### src/rtl/vec_reg_bank_pkg.sv
// rtl/vec_reg_bank_pkg.sv - shared widths, lane types and lane-merge helper for vec_reg_bank
package vec_reg_pkg;

   localparam int DEFAULT_XLEN  = 32;
   localparam int DEFAULT_LANES = 4;

   typedef logic [DEFAULT_XLEN-1:0]               lane_t;
   typedef logic [DEFAULT_LANES*DEFAULT_XLEN-1:0] vec_t;

   // Top scalar index doubles as the display register.
   function automatic int VGA_IDX(input int nsreg);
      return nsreg - 1;
   endfunction

   function automatic vec_t lane_merge(input vec_t                     old,
                                       input vec_t                     wdata,
                                       input logic [DEFAULT_LANES-1:0] mask,
                                       input logic                     splat);
      vec_t  res;
      lane_t src;
      res = old;
      for (int i = 0; i < DEFAULT_LANES; i++) begin
         src = splat ? wdata[DEFAULT_XLEN-1:0] : wdata[i*DEFAULT_XLEN +: DEFAULT_XLEN];
         if (mask[i]) res[i*DEFAULT_XLEN +: DEFAULT_XLEN] = src;
      end
      return res;
   endfunction

endpackage

### src/rtl/vec_reg_bank_if.sv
// rtl/vec_reg_bank_if.sv - scalar/vector register bank access bus
interface vec_reg_bank_if
   import vec_reg_pkg::*;
#(
   parameter int XLEN  = DEFAULT_XLEN,
   parameter int NSREG = 16,
   parameter int NVREG = 4,
   parameter int LANES = DEFAULT_LANES,
   parameter int SAW   = $clog2(NSREG),
   parameter int VAW   = $clog2(NVREG)
);

   logic                  s_we;
   logic [SAW-1:0]        s_wa;
   logic [XLEN-1:0]       s_wd;
   logic [SAW-1:0]        s_ra1;
   logic [SAW-1:0]        s_ra2;
   logic [XLEN-1:0]       s_rd1;
   logic [XLEN-1:0]       s_rd2;

   logic                  v_we;
   logic [VAW-1:0]        v_wa;
   logic [LANES-1:0]      v_wmask;
   logic                  v_splat;
   logic [LANES*XLEN-1:0] v_wd;
   logic [VAW-1:0]        v_ra1;
   logic [VAW-1:0]        v_ra2;
   logic [LANES*XLEN-1:0] v_rd1;
   logic [LANES*XLEN-1:0] v_rd2;

   logic                  sb_set;
   logic [VAW-1:0]        sb_idx;
   logic [NVREG-1:0]      sb_busy;
   logic [XLEN-1:0]       r_vga;

   modport master (
      output s_we, s_wa, s_wd, s_ra1, s_ra2,
      output v_we, v_wa, v_wmask, v_splat, v_wd, v_ra1, v_ra2,
      output sb_set, sb_idx,
      input  s_rd1, s_rd2, v_rd1, v_rd2, sb_busy, r_vga
   );

   modport slave (
      input  s_we, s_wa, s_wd, s_ra1, s_ra2,
      input  v_we, v_wa, v_wmask, v_splat, v_wd, v_ra1, v_ra2,
      input  sb_set, sb_idx,
      output s_rd1, s_rd2, v_rd1, v_rd2, sb_busy, r_vga
   );

endinterface

### src/rtl/vec_reg_bank_scoreboard.sv
// rtl/vec_reg_bank_scoreboard.sv - per-vector-register busy bits, set wins over clear
module vec_scoreboard #(
   parameter int NVREG = 4,
   parameter int VAW   = $clog2(NVREG)
) (
   input  logic             clk,
   input  logic             rst,
   input  logic             set,
   input  logic [VAW-1:0]   set_idx,
   input  logic             clr,
   input  logic [VAW-1:0]   clr_idx,
   output logic [NVREG-1:0] busy
);

   always_ff @(posedge clk or negedge rst) begin
      if (!rst) begin
         busy <= '0;
      end else begin
         for (int i = 0; i < NVREG; i++) begin
            // A new issue to the same register overrides the completing write.
            if (set && int'(set_idx) == i)
               busy[i] <= 1'b1;
            else if (clr && int'(clr_idx) == i)
               busy[i] <= 1'b0;
         end
      end
   end

endmodule

### src/rtl/vec_reg_bank.sv
// rtl/vec_reg_bank.sv - scalar + vector register bank with display register; option REG_BANK_BYPASS_EN
module vec_reg_bank
   import vec_reg_pkg::*;
#(
   parameter int XLEN  = DEFAULT_XLEN,
   parameter int NSREG = 16,
   parameter int NVREG = 4,
   parameter int LANES = DEFAULT_LANES,
   parameter int SAW   = $clog2(NSREG),
   parameter int VAW   = $clog2(NVREG)
) (
   input logic           clk,
   input logic           rst,
   vec_reg_bank_if.slave bus
);

   localparam int VGA = VGA_IDX(NSREG);
   localparam int VW  = LANES * XLEN;

   // Display register lives outside the array so it can drive r_vga directly.
   logic [XLEN-1:0] sreg [VGA];
   logic [XLEN-1:0] r_vga_q;
   logic [VW-1:0]   vreg [NVREG];
   logic [VW-1:0]   v_merged;

   function automatic logic [XLEN-1:0] s_get(input logic [SAW-1:0] a);
      logic [XLEN-1:0] r;
      r = '0;
      if (int'(a) == VGA)
         r = r_vga_q;
      else if (int'(a) < VGA)
         r = sreg[a];
      return r;
   endfunction

   function automatic logic [VW-1:0] v_get(input logic [VAW-1:0] a);
      logic [VW-1:0] r;
      r = '0;
      if (int'(a) < NVREG) r = vreg[a];
      return r;
   endfunction

   always_ff @(posedge clk or negedge rst) begin
      if (!rst) begin
         for (int i = 0; i < VGA; i++) sreg[i] <= '0;
         r_vga_q <= '0;
      end else if (bus.s_we) begin
         for (int i = 0; i < VGA; i++)
            if (int'(bus.s_wa) == i) sreg[i] <= bus.s_wd;
         if (int'(bus.s_wa) == VGA) r_vga_q <= bus.s_wd;
      end
   end

   assign v_merged = lane_merge(v_get(bus.v_wa), bus.v_wd, bus.v_wmask, bus.v_splat);

   always_ff @(posedge clk or negedge rst) begin
      if (!rst) begin
         for (int i = 0; i < NVREG; i++) vreg[i] <= '0;
      end else if (bus.v_we) begin
         for (int i = 0; i < NVREG; i++)
            if (int'(bus.v_wa) == i) vreg[i] <= v_merged;
      end
   end

`ifdef REG_BANK_BYPASS_EN
   logic s_wr_ok;
   logic v_wr_ok;

   // Forward only writes that will actually land in storage.
   assign s_wr_ok   = bus.s_we && (int'(bus.s_wa) <= VGA);
   assign v_wr_ok   = bus.v_we && (int'(bus.v_wa) < NVREG);
   assign bus.s_rd1 = (s_wr_ok && bus.s_ra1 == bus.s_wa) ? bus.s_wd : s_get(bus.s_ra1);
   assign bus.s_rd2 = (s_wr_ok && bus.s_ra2 == bus.s_wa) ? bus.s_wd : s_get(bus.s_ra2);
   assign bus.v_rd1 = (v_wr_ok && bus.v_ra1 == bus.v_wa) ? v_merged : v_get(bus.v_ra1);
   assign bus.v_rd2 = (v_wr_ok && bus.v_ra2 == bus.v_wa) ? v_merged : v_get(bus.v_ra2);
`else
   assign bus.s_rd1 = s_get(bus.s_ra1);
   assign bus.s_rd2 = s_get(bus.s_ra2);
   assign bus.v_rd1 = v_get(bus.v_ra1);
   assign bus.v_rd2 = v_get(bus.v_ra2);
`endif

   assign bus.r_vga = r_vga_q;

   vec_scoreboard #(
      .NVREG (NVREG),
      .VAW   (VAW)
   ) u_sb (
      .clk     (clk),
      .rst     (rst),
      .set     (bus.sb_set),
      .set_idx (bus.sb_idx),
      .clr     (bus.v_we),
      .clr_idx (bus.v_wa),
      .busy    (bus.sb_busy)
   );

endmodule
### src/flat_wrapper.sv
// flat-port wrapper written by rule: the top's interface ports become plain ports
module vec_reg_bank_flat import vec_reg_pkg::*;
#(
   parameter int XLEN  = DEFAULT_XLEN,
   parameter int NSREG = 16,
   parameter int NVREG = 4,
   parameter int LANES = DEFAULT_LANES,
   parameter int SAW   = $clog2(NSREG),
   parameter int VAW   = $clog2(NVREG)
)
  (clk, rst, bus_s_we, bus_s_wa, bus_s_wd, bus_s_ra1, bus_s_ra2, bus_v_we, bus_v_wa, bus_v_wmask, bus_v_splat, bus_v_wd, bus_v_ra1, bus_v_ra2, bus_sb_set, bus_sb_idx, bus_s_rd1, bus_s_rd2, bus_v_rd1, bus_v_rd2, bus_sb_busy, bus_r_vga);
  vec_reg_bank_if #(.XLEN(XLEN), .NSREG(NSREG), .NVREG(NVREG), .LANES(LANES), .SAW(SAW), .VAW(VAW)) bus_i ();
  input logic clk;
  input logic rst;
  input wire logic [$bits(bus_i.s_we)-1:0] bus_s_we;
  input wire logic [$bits(bus_i.s_wa)-1:0] bus_s_wa;
  input wire logic [$bits(bus_i.s_wd)-1:0] bus_s_wd;
  input wire logic [$bits(bus_i.s_ra1)-1:0] bus_s_ra1;
  input wire logic [$bits(bus_i.s_ra2)-1:0] bus_s_ra2;
  input wire logic [$bits(bus_i.v_we)-1:0] bus_v_we;
  input wire logic [$bits(bus_i.v_wa)-1:0] bus_v_wa;
  input wire logic [$bits(bus_i.v_wmask)-1:0] bus_v_wmask;
  input wire logic [$bits(bus_i.v_splat)-1:0] bus_v_splat;
  input wire logic [$bits(bus_i.v_wd)-1:0] bus_v_wd;
  input wire logic [$bits(bus_i.v_ra1)-1:0] bus_v_ra1;
  input wire logic [$bits(bus_i.v_ra2)-1:0] bus_v_ra2;
  input wire logic [$bits(bus_i.sb_set)-1:0] bus_sb_set;
  input wire logic [$bits(bus_i.sb_idx)-1:0] bus_sb_idx;
  output wire logic [$bits(bus_i.s_rd1)-1:0] bus_s_rd1;
  output wire logic [$bits(bus_i.s_rd2)-1:0] bus_s_rd2;
  output wire logic [$bits(bus_i.v_rd1)-1:0] bus_v_rd1;
  output wire logic [$bits(bus_i.v_rd2)-1:0] bus_v_rd2;
  output wire logic [$bits(bus_i.sb_busy)-1:0] bus_sb_busy;
  output wire logic [$bits(bus_i.r_vga)-1:0] bus_r_vga;
  assign bus_i.s_we = bus_s_we;
  assign bus_i.s_wa = bus_s_wa;
  assign bus_i.s_wd = bus_s_wd;
  assign bus_i.s_ra1 = bus_s_ra1;
  assign bus_i.s_ra2 = bus_s_ra2;
  assign bus_i.v_we = bus_v_we;
  assign bus_i.v_wa = bus_v_wa;
  assign bus_i.v_wmask = bus_v_wmask;
  assign bus_i.v_splat = bus_v_splat;
  assign bus_i.v_wd = bus_v_wd;
  assign bus_i.v_ra1 = bus_v_ra1;
  assign bus_i.v_ra2 = bus_v_ra2;
  assign bus_i.sb_set = bus_sb_set;
  assign bus_i.sb_idx = bus_sb_idx;
  assign bus_s_rd1 = bus_i.s_rd1;
  assign bus_s_rd2 = bus_i.s_rd2;
  assign bus_v_rd1 = bus_i.v_rd1;
  assign bus_v_rd2 = bus_i.v_rd2;
  assign bus_sb_busy = bus_i.sb_busy;
  assign bus_r_vga = bus_i.r_vga;
  vec_reg_bank #(.XLEN(XLEN), .NSREG(NSREG), .NVREG(NVREG), .LANES(LANES), .SAW(SAW), .VAW(VAW)) u_core (.clk(clk), .rst(rst), .bus(bus_i));
endmodule
### config.mk
export PLATFORM = sky130hd
export DESIGN_NAME = vec_reg_bank_flat
export DESIGN_NICKNAME = d
export VERILOG_FILES = /design/src/rtl/vec_reg_bank_pkg.sv /design/src/rtl/vec_reg_bank_if.sv /design/src/rtl/vec_reg_bank_scoreboard.sv /design/src/rtl/vec_reg_bank.sv /design/src/flat_wrapper.sv
export SDC_FILE = /design/constraint.sdc
export NUM_CORES = 2
export LEC_CHECK = 0
export BUFFER_PORTS_ARGS = -buffer_cell sky130_fd_sc_hd__buf_2
export CORE_MARGIN = 2
export CORE_UTILIZATION = 60
export DETAILED_ROUTE_END_ITERATION = 8
export GPL_ROUTABILITY_DRIVEN = 0
export GPL_TIMING_DRIVEN = 0
export PLACE_DENSITY = 0.81
export SLEW_MARGIN = 40
export SYNTH_ARGS = -nofsm -noshare
export SYNTH_HDL_FRONTEND = slang
export SYNTH_SLANG_ARGS = --single-unit
### constraint.sdc
create_clock -name clk -period 1.8 [get_ports clk]
set_input_delay 0 -clock clk [delete_from_list [all_inputs] [get_ports clk]]
set_output_delay 0 -clock clk [all_outputs]
set_load 0.01 [all_outputs]
==> results of run 1 <==
==> cells by family after synthesis <==
family          synth area share (%)
compound gates                  8.79
buf+inv                         3.76
flops                           45.2
mux                             37.3
simple gates                    4.97
==> per-layer routing <==
metal / global-route usage, % / GRT overflow
met4: 51.2 / 4
met2: 76.5 / 2
met1: 59.9 / 0
met5: 23.1 / 0
met3: 44.1 / 1
==> Yosys cell counts (all sizes together) (9+ instances only) <==
cell type and n:
a21o 16, buf 225, clkbuf 206, dfrtp 1028, inv 17, mux2 519, mux2i 233, mux4 576
nand2 674, nand2b 9, nor2 33, o211a 15, o211ai 42, o21ai 701, o221ai 31, o22ai 49
==> repair_timing <==
item | in CTS
cloned | 0
resized for setup | 212
pin swaps | 23
hold buffers | 219
setup buffers | 99
endpoints found under the setup margin | 174
hold endpoints to repair | 1307
==> through the flow <==
stage	cell area, um2	setup slack (ns)	setup TNS [ns]	hold WS (ns)
after floorplan	56900	0.454	0	-0.296
after global placement	61100	-21.54	-	0.234
after detailed placement	61500	-0.785	-134.59	-0.170
after CTS	69200	-0.521	-30.88	-0.0720
==> impl_metrics.toml, run 1 <==
[clocking]
cts_htree_levels = 3
cts_max_path_buffers = 3
cts_buffers = 108
clock_sinks = 1028
cts_root_buf = "clkbuf_16"

[yosys]
synth_cell_types = 34
synth_area_leaders = "dfrtp_1, mux4_2, mux2_2, o21ai_0, nand2_1"
synth_seq_cells = 1028
syn-cell-area_um2 = 56900
synth_top_area_share_pct = 45.2
synth_top_flop_cell = "dfrtp_1"
yosysTopAreaCell = "dfrtp_1"
synthesis.nets = 4589
syn_avg_cell_area_um2 = 12.9
yosys_warnings = 0
synth-seq-area-share_pct = 45.2
syn_inst = 4399
ys_async_sr_fraction_pct = 100
synth_enable_flop_cells = 0

[grt]
gr-total-overflow = 7
grt_start_max_net_pins = 108
antenna_found_initial = 49
grtUsageTotal_pct = 58.9

[run_status]
haltStage = "5_1_grt"
run_status = "did not finish"
error = "[ERROR GRT-0232] Routing congestion too high. Check the congestion heatmap in the GUI."

[floorplan]
num_rows = 112
dieHeight_um = 312
initial_core_util_pct = 60.8
die_w_um = 312
ios = 546

[timing]
endpoint_type = "output port"
grt_worst_setup_endpoint = "bus_s_rd1[20]"

[place]
dpl.hpwl_mm = 145
dp.cells = 6193
port_buffers = 528
==> inputs of run 2 (changes only) <==
--- a/config.mk
+++ b/config.mk
@@ -7,11 +7,11 @@
 export LEC_CHECK = 0
 export BUFFER_PORTS_ARGS = -buffer_cell sky130_fd_sc_hd__buf_2
 export CORE_MARGIN = 2
-export CORE_UTILIZATION = 60
+export CORE_UTILIZATION = 40
 export DETAILED_ROUTE_END_ITERATION = 8
 export GPL_ROUTABILITY_DRIVEN = 0
 export GPL_TIMING_DRIVEN = 0
-export PLACE_DENSITY = 0.81
+export PLACE_DENSITY_LB_ADDON = 0.15
 export SLEW_MARGIN = 40
 export SYNTH_ARGS = -nofsm -noshare
 export SYNTH_HDL_FRONTEND = slang
==> run 2 against run 1 <==
Compared with the run above:
- the flow now finishes, with violations (negative hold slack, negative setup slack)
- area after synthesis is the same
- synthesized cell count stayed put
==> impl_metrics.toml, run 2 <==
[run_status]
run_status = "complete, but fails checks"
violations = "negative hold slack, negative setup slack"

[yosys]
synth-seq-area-share_pct = 45.2
synthesis.nets = 4589
synth_most_common_cell = "dfrtp_1"
synth_enable_flop_cells = 0
synth_cell_types = 34
ys_async_sr_fraction_pct = 100
yosysTopAreaCell = "dfrtp_1"
syn_avg_cell_area_um2 = 12.9
yosys_warnings = 0
synthTopCellsByCount = "dfrtp_1, nand2_1, o21ai_0"
syn_inst = 4399
synth_top_flop_cell = "dfrtp_1"
synth_seq_cells = 1028
synth_area_leaders = "dfrtp_1, mux4_2, mux2_2, o21ai_0, nand2_1"
syn-cell-area_um2 = 56900
synth_top_area_share_pct = 45.2

[timing]
final_max_slew_viol_count = 0
report.final.setup_viol = 288
min_period_over_period_pct = 134
grt_setup_unrepaired = "yes"
setup_slack_ns = -0.607
worst_pin_slew_ns = 0.849
maxSlewHeadroom_pct = 43.4
worst_hold_slack_ns = -0.170
setup_tns_ns = -32.13
fmax_mhz = 415
fin_crit_ns = 2.41
skew_ns = 0.0268
hold_viol_final = 83

[worst_hold_path]
hold_class = "in2async"

[floorplan]
initial_core_util_pct = 40.3
dieHeight_um = 381
die_w_um = 381
num_rows = 138
ios = 546
core_um2 = 141000
fp.dieArea_um2 = 145000

[clocking]
clk_pin_slew_ns = 0.06
cts_htree_levels = 3
cts_buffers = 120
cts_tree = "built"
cts_max_path_buffers = 3
clock_sinks = 1028
cts_root_buf = "clkbuf_16"
worstSkewPairLatency_ns = 0.77

[power_and_ir_drop]
p_comb_share_pct = 30.9
power.net_switching_mw = 27.0
p_per_area_nw_per_um2 = 1150
ir_drop_mv = 0.853
pwr-share-seq_pct = 38.8
p_clk_share_pct = 30.3
p_leak_nw = 31.8
p_int_mw = 57.2
swShare_pct = 32.0

[finish]
largest_register_ffs = 512
finalNetCount = 5712
final_common_cell = "dfrtp_1"
layout_common_cells = "dfrtp_1, nand2_1, o21ai_0"
largest_register = "u_core.vreg"
area_growth_pct = 28.2
drive_gt1_share_pct = 43.4

[place]
dpl.hpwl_mm = 161
post-place-ws_ns = -0.702
port_buffers = 528

[setup_path]
path_max_fanout = 3
crit_path_end_kind = "primary output"
cp.required_ns = 1.80
cpMaxStageDelayCell = "mux4_2"
worstPathCellList = "mux4_2 > mux2i_2 > o211ai_1 > buf_2"
cp-start-kind = "register"
slowest_delay_ns = 0.49
crit_arrival_ns = 2.41
crit_type = "reg2out"

[drt]
viasPerCell = 6.18
drt_wl_total_mm = 238
drc_errors = 0
drt.antenna.violating_nets = 0
wl_per_cell_um = 31.6
vias = 46500
dr.pass1.iters = 5
drtIter0Drc = 4911

[grt]
gr-total-overflow = 0
grtUsageTotal_pct = 31.9
grt_start_max_net_pins = 101
grt_pass1_wl_mm = 334
antenna_found_initial = 16
grt_pass1_vias = 45900

[job]
maxCapViolCount = 0
## run 2: cell counts after synthesis
Identical to the previous run, type by type.
## run 2: cell type report
class | count | area, um2
antenna | 14 | 35.0
tap | 1890 | 2360
buffer | 431 | 2160
sequential | 1028 | 25700
fill | 12300 | 68400
clock inverter | 43 | 514
timing repair buffer | 1001 | 8820
multi-input combinational | 2923 | 29700
clock buffer | 179 | 3570
inverter | 17 | 63.8
## run 2: power groups by stage
stage | Sequential (mW) | Clock, mW | Combinational [mW]
final | 32.6 | 25.5 | 26.0
after global placement | 32.7 | 0 | 20.5
after detailed placement | 32.9 | 0 | 20.9
after global routing | 33.3 | 26.7 | 27.4
after CTS | 32.4 | 25.7 | 24.7
after floorplan | 31.5 | 0 | 13.7
## run 2: path summary, 6_finish.rpt
path	from	endpoint	slack [ns]	cells after the start
setup / recovery	u_core.sreg[376]$_DFFE_PN0P_	bus_s_rd1[24]	-0.61	4
setup reg to reg	u_core.vreg[29]$_DFFE_PN0P_	u_core.vreg[413]$_DFFE_PN0P_	0.04	5
hold / removal	rst	u_core.vreg[167]$_DFFE_PN0P_	-0.17	9
min in group clk	bus_v_wd[59]	u_core.vreg[59]$_DFFE_PN0P_	0.07	5
hold reg to reg	u_core.u_sb.busy[3]$_DFFE_PN0P_	u_core.u_sb.busy[3]$_DFFE_PN0P_	0.50	1
max in group asynchronous	rst	u_core.vreg[381]$_DFFE_PN0P_	-0.01	14
## run 2: logic make-up (layout without fill, tap and decap cells)
logic type / count (synthesis) / after routing / share of synthesized area (%)
buffers and inverters: 448 / 1671 / 3.76
flip-flops: 1028 / 1028 / 45.2
multiplexers: 1328 / 1328 / 37.3
AND/OR/NAND/NOR: 732 / 732 / 4.97
other: 0 / 14 / 0
AO/OA/AOI/OAI: 863 / 863 / 8.79
## run 2: worst max-delay path, delay by kind of cell, from the launching register on
kind,cells,cell delay [ns]
muxes,2,0.70
DFF,1,0.38
AOI/OAI and AO/OA,1,0.30
buffers and inverters,1,0.26
## run 2: metal layers
metal  share of wire [%]  track usage (%)
met1                  38             41.5
met2                  46             49.4
met3                 8.9             6.81
met4                 6.8             18.5
met5               0.027                0
## run 2: through the flow
step | power [mW] | instance area (um2) | utilization (%) | cells | hold slack, ns
4_1_cts | 82.8 | 71800 | 50.8 | 7438 | -0.184
3_3_place_gp | 53.2 | 61900 | 43.8 | 6817 | 0.249
5_1_grt | 87.4 | 73000 | 51.6 | 7520 | -0.124
6_report | 84.1 | 73000 | 51.6 | 7526 | -0.170
3_5_place_dp | 53.8 | 62300 | 44.1 | 6830 | -0.135
2_1_floorplan | 45.3 | 56900 | - | 4399 | -0.296
## run 2: repair_timing
item	CTS	global route
setup buffers	147	66
gates resized for setup	392	112
gates cloned	0	7
endpoints found under the setup margin	320	782
hold buffers	239	2
pin swaps	30	16
endpoints found under the hold margin	1541	153
Power figures use the tool's default switching activity.
